<file path="config.mk">
export PLATFORM = sky130hd
export DESIGN_NAME = serial_add_ctrl
export DESIGN_NICKNAME = d
export VERILOG_FILES = /design/src/rtl/serial_add_ctrl.sv
export SDC_FILE = /design/constraint.sdc
export NUM_CORES = 1
export LEC_CHECK = 0
export CORE_UTILIZATION = 25
export DETAILED_ROUTE_END_ITERATION = 6
export SYNTH_ARGS = -nofsm -noshare
export SYNTH_HDL_FRONTEND = slang
export SYNTH_SLANG_ARGS = --single-unit
</file>
<file path="constraint.sdc">
create_clock -name clk -period 1.59 [get_ports clk]
set_input_delay 0.318 -clock clk [delete_from_list [all_inputs] [get_ports clk]]
set_output_delay 0.318 -clock clk [all_outputs]
set_load 0.1 [all_outputs]
</file>
<file path="src/rtl/serial_add_ctrl.sv">
// serial_add_ctrl: bit-serial adder that reuses one full-adder cell over WIDTH cycles, LSB first
module full_adder_cell (
    input  logic i_a,
    input  logic i_b,
    input  logic i_cin,
    output logic o_sum,
    output logic o_cout
);
    assign o_sum  = i_a ^ i_b ^ i_cin;
    assign o_cout = (i_a & i_b) | (i_cin & (i_a ^ i_b));
endmodule

module serial_add_ctrl #(
    parameter int WIDTH = 8
) (
    input  logic             clk,
    input  logic             rst,
    input  logic             i_start,
    input  logic [WIDTH-1:0] i_a,
    input  logic [WIDTH-1:0] i_b,
    input  logic             i_cin,
    output logic             o_busy,
    output logic             o_done,
    output logic [WIDTH-1:0] o_sum,
    output logic             o_cout
);
    localparam int CW = $clog2(WIDTH);
    typedef enum logic [1:0] {IDLE, RUN, DONE} state_t;
    state_t          r_state, w_next;
    logic [WIDTH-1:0] r_a_sh, r_b_sh, r_s_sh, r_sum;
    logic [CW-1:0]    r_cnt;
    logic             r_carry, r_cout;
    logic             w_sum, w_cout, w_load, w_last;
    full_adder_cell u_cell (
        .i_a   (r_a_sh[0]),
        .i_b   (r_b_sh[0]),
        .i_cin (r_carry),
        .o_sum (w_sum),
        .o_cout(w_cout)
    );
    assign w_load = (r_state != RUN) && i_start;
    assign w_last = (r_state == RUN) && (r_cnt == CW'(WIDTH - 1));
    always_comb begin
        w_next = r_state;
        w_next = w_load ? RUN : (r_state == DONE) ? IDLE : w_last ? DONE : r_state;
    end
    always_ff @(posedge clk) begin
        if (rst) begin
            r_state <= IDLE;
            r_a_sh  <= '0;
            r_b_sh  <= '0;
            r_s_sh  <= '0;
            r_carry <= 1'b0;
            r_cnt   <= '0;
            r_sum   <= '0;
            r_cout  <= 1'b0;
        end else begin
            r_state <= w_next;
            if (w_load) begin
                r_a_sh  <= i_a;
                r_b_sh  <= i_b;
                r_carry <= i_cin;
                r_cnt   <= '0;
            end else if (r_state == RUN) begin
                r_s_sh  <= {w_sum, r_s_sh[WIDTH-1:1]};
                r_carry <= w_cout;
                r_a_sh  <= r_a_sh >> 1;
                r_b_sh  <= r_b_sh >> 1;
                r_cnt   <= r_cnt + 1'b1;
            end
            // result registers only move on the final bit step
            if (w_last) begin
                r_sum  <= {w_sum, r_s_sh[WIDTH-1:1]};
                r_cout <= w_cout;
            end
        end
    end
    assign o_busy = (r_state == RUN);
    assign o_done = (r_state == DONE);
    assign o_sum  = r_sum;
    assign o_cout = r_cout;
endmodule

</file>
# After elaboration in Yosys (flattened, before gate mapping)
# Index checks and enable logic that the tools add are counted.
# totals
regBits	39
inputBits	20
# classes
n_addsub	1
n_eq_ne	4
muxes	9
bitwise	6
reduce_logical	7
# ops
cell	count
8-bit two-way mux	4
1-bit two-way mux	5
3-bit by 1-bit adder with 3-bit output, second input constant	1
3-bit == test, second input constant	1
3-bit nonzero test	1
3-bit OR reduction	1
1-bit bitwise AND	2
2-bit by 1-bit == test with 1-bit output, second input constant	1
2-bit == test, second input constant	1
1-bit logical AND	2
2-bit by 1-bit inequality test with 1-bit output, second input constant	1
2-bit AND reduction	1
2-bit nonzero test	1
2-bit OR reduction	1
1-bit XOR	2
1-bit inverter	1
1-bit bitwise OR	1

# Logic depth before layout (Yosys ltp)
# depth
word_depth	5
ltp_mapped	6

# By module
# Synthesis repeated with hierarchy kept, for this count alone.
# unflattened
hier_cells	185
hier_area_um2	1619.1
# modules_own_cells
module	n_inst	cells_per_inst	area_each_um2	seq_area_each_um2
serial_add_ctrl	1	184	1599.0	760.7
full_adder_cell	1	1	20.0	0.0

# Worst setup path before layout
# Ideal clock, no wire load.
# synth_path
path_kind	reg-to-output
startpoint	reg r_state[1]
endpoint	out o_done
arrival_time_ns	1.713
t_required_ns	1.272
slack_ns	-0.441
stages_incl_launch_ff	2
n_path_buf	0
path_cell_list	dfxtp_1 > nor2b_1
# synth_via
elab_chain_cells	1
# synth_lines
item	line	text
start: declaration	29	state_t r_state, w_next;
start signal: assignment	58	r_state <= w_next;
2-bit == test	79	assign o_done = (r_state == DONE);
end: declaration	23	output logic o_done,
# No other way between the ends.

# Final worst setup path
# layout_path
startpoint	reg r_state[0]
endpoint	out o_busy
# layout_via
elab_chain_cells	1
# layout_lines
item	line	text
2-bit by 1-bit == test with 1-bit output	78	assign o_busy = (r_state == RUN);
end: declaration	22	output logic o_busy,
# No other way between the ends.

==> metrics.log <==
INFO  metric run_status = completed
INFO  metric maxSlewHeadroom = 0.770
INFO  metric final_setup_violation_count = 0
INFO  metric grt_overflow = 0
INFO  metric htree_num_levels = 2
INFO  metric core.rowCount = 28
INFO  metric fraction_of_final_layout_cells_with_drive_strength_greater_than_1 = 0.144
INFO  metric min-delay-path-class = reg2reg
INFO  metric diode_insertion_count_for_antenna_repair = 0
INFO  metric first_global_vias = 1193
INFO  metric clock.fmax = 0.672 GHz
INFO  metric numPlacedInstances = 269
INFO  metric hold_viol = 0
INFO  metric hold_depth = 2
INFO  metric slew_violations = 0
INFO  metric ir_drop = 0.481 mV
INFO  metric endpoint_kind = output port
INFO  metric dpl_worst_slack = 74.9 ps
INFO  metric syn2layout_area_growth = 38.8%
INFO  metric dr.first_iter.drc_count = 115
INFO  metric layoutNonFillerInstCount = 277
INFO  metric static-leakage-power = 0.838 nW
INFO  metric final.setup_skew = 6.40 ps
INFO  metric gr-usage-all-layers = 0.107
INFO  metric die-height = 81.2 um
INFO  metric max_slew.worst_pin.slew = 336 ps
INFO  metric core_region_area = 5990 um^2
INFO  metric global_route_wire_length_before_repair = 5.28 mm
INFO  metric critical_path_required = 1270 ps
INFO  metric final.setup.tns = 0 ps
INFO  metric starting_utilization_of_the_core_area = 0.262
INFO  metric hold_ws = 462 ps
INFO  metric final_area = 2180 um^2
INFO  metric dieArea = 6600 um^2
INFO  metric place_congestion = 0.706
INFO  metric synth.cells.most_frequent = sky130_fd_sc_hd__dfxtp_1 (38), sky130_fd_sc_hd__nand2_1 (34), sky130_fd_sc_hd__a21oi_1 (19)
INFO  metric grt_max_degree = 28
INFO  metric numCtsBuffers = 5
INFO  metric number_of_enable_flip_flop_cells_after_synthesis = 0
INFO  metric placed_cell_area = 2040 um^2
INFO  metric synth_cells = 171
INFO  metric synth_warnings = 0
INFO  metric via_per_inst = 4.39
INFO  metric drc = 0
INFO  metric ys.flop_type = sky130_fd_sc_hd__dfxtp_1
INFO  metric worst-r2r-cell-count = 5
INFO  metric clock-sinks = 38
INFO  metric final.setup.worst_slack = 102 ps
INFO  metric post-dp-hpwl = 2.12 mm
INFO  metric final.period_utilization = 0.936
INFO  metric postLayoutCoreUtil = 0.364
INFO  metric critPathLaunchType = register
INFO  metric cap_violations = 0
INFO  metric die_w = 81.2 um
INFO  metric synth_seq_area_share = 0.485
INFO  metric design.final.nets = 224
INFO  metric synth_largest_type_area_fraction = 0.485
INFO  metric cts_tree = done
INFO  metric detail_route.wirelength = 3.05 mm
INFO  metric cts_hold_repair.buffers = 0
INFO  metric drt_pass1_iterations = 4
INFO  metric crit_arrival = 1170 ps
INFO  metric post_cts.resized_instances = 0
INFO  metric cts-root-to-sink-buffers = 2
INFO  metric wl_per_cell = 11.0 um
INFO  metric netlist_area = 1570 um^2
INFO  metric minimum_clock_period_after_layout = 1490 ps
INFO  metric post_synth.cell_area_avg = 9.18 um^2
INFO  metric p_total = 2.24 mW
INFO  metric rsz0062_at_grt = no
INFO  metric clockRootBuffer = sky130_fd_sc_hd__clkbuf_8
INFO  metric post_synth_main_area_contributors = sky130_fd_sc_hd__dfxtp_1 (48%), sky130_fd_sc_hd__mux2i_1 (11%), sky130_fd_sc_hd__nand2_1 (8.1%), sky130_fd_sc_hd__a211oi_1 (6.7%), sky130_fd_sc_hd__a21oi_1 (6.1%)
INFO  metric postRouteAntennaNets = 0
INFO  metric synthDominantAreaCellType = sky130_fd_sc_hd__dfxtp_1
INFO  metric buffer_ports.inserted = 30
INFO  metric cts_post_setup_buffers_inserted = 0
INFO  metric yosysUniqueCellTypes = 22
INFO  metric power_per_cell_area = 1030 nW/um^2
INFO  metric routed-via-count = 1215
INFO  metric ys_ff_latch = 38
INFO  metric ys_async_sr_fraction = 0
INFO  metric grt_antenna_before_repair = 0
INFO  metric most_frequent_cell_after_synthesis = sky130_fd_sc_hd__dfxtp_1
INFO  metric critPathKind = reg2out
INFO  metric worst_skew_pair.late_latency = 290 ps
INFO  metric synthesis.nets = 194
INFO  metric worst-path-max-fanout = 6
INFO  metric top_ports = 31
INFO  metric worst_setup_hold_path_clk_slew = 80 ps
==> layout by cell type (no fill, tap or decap) <==
cell / count
sky130_fd_sc_hd__nand3b_1: 4
sky130_fd_sc_hd__inv_1: 1
sky130_fd_sc_hd__a21oi_1: 19
sky130_fd_sc_hd__a211oi_2: 1
sky130_fd_sc_hd__clkbuf_8: 5
sky130_fd_sc_hd__nor3_1: 3
sky130_fd_sc_hd__buf_4: 6
sky130_fd_sc_hd__buf_12: 12
sky130_fd_sc_hd__nor2b_2: 1
sky130_fd_sc_hd__ha_1: 2
sky130_fd_sc_hd__and3b_1: 1
sky130_fd_sc_hd__clkdlybuf4s50_1: 19
sky130_fd_sc_hd__a2111oi_0: 1
sky130_fd_sc_hd__fa_1: 1
sky130_fd_sc_hd__dfxtp_1: 38
sky130_fd_sc_hd__mux2i_1: 17
sky130_fd_sc_hd__nor2_1: 17
sky130_fd_sc_hd__bufinv_16: 2
sky130_fd_sc_hd__clkinv_4: 1
sky130_fd_sc_hd__a211oi_1: 14
sky130_fd_sc_hd__inv_2: 1
sky130_fd_sc_hd__nand2_1: 34
sky130_fd_sc_hd__nand2b_1: 2
==> power by group <==
part	internal [mW]	total (mW)	switching [mW]
clock	0.629	0.978	0.349
sequential	0.996	1.02	0.0277
combinational	0.120	0.236	0.116
total	1.74	2.24	0.493
==> kinds of logic after synthesis <==
kind of cell,Yosys count,share of synthesized area
multiplexers,17,0.108
AND/OR/NAND/NOR,62,0.168
buffers and inverters,16,0.0686
flip-flops,38,0.485
adder cells (fa/ha/maj),3,0.0287
AO/OA/AOI/OAI,35,0.141
==> metal layers <==
metal | up-vias | track usage | wire length, um
li1 | 646 | - | -
met2 | 22 | 0.168 | 1340
met1 | 537 | 0.128 | 1530
met4 | 0 | 0.0679 | 86
met5 | - | 0 | 0
met3 | 10 | 0.0270 | 103
==> cell type report <==
| type | instances | area (um^2) |
|---|---|---|
| fillers | 599 | 3810 |
| clock buffers | 5 | 68.8 |
| clock inverters | 3 | 68.8 |
| flip-flops and latches | 38 | 761 |
| multi-input cells | 117 | 703 |
| inverters | 2 | 7.51 |
| repair buffers | 37 | 475 |
| well taps | 75 | 93.8 |
==> path summary, 6_finish.rpt <==
path	startpoint	endpoint	slack, ps
min reg2reg	r_s_sh[1]$_SDFFE_PP0P_	r_s_sh[1]$_SDFFE_PP0P_	460
max reg2reg	r_cnt[0]$_SDFFE_PP0N_	o_cout$_SDFFE_PP0P_	210
max	r_state[0]$_SDFFE_PP0P_	o_busy	100
min	r_s_sh[1]$_SDFFE_PP0P_	r_s_sh[1]$_SDFFE_PP0P_	460
==> flip-flops by register name, summed over array words and instances (netlist names) <==
| register | count |
|---|---|
| o_sum | 8 |
| r_a_sh | 8 |
| r_b_sh | 8 |
| r_s_sh | 7 |
| r_cnt | 3 |
| r_state | 2 |
| o_cout | 1 |
| r_carry | 1 |
==> critical path: stages, from the launching register on <==
cell,delay [ps]
sky130_fd_sc_hd__dfxtp_1,440
sky130_fd_sc_hd__nand2b_1,160
sky130_fd_sc_hd__inv_2,110
sky130_fd_sc_hd__buf_12,170
Power figures use the tool's default switching activity.
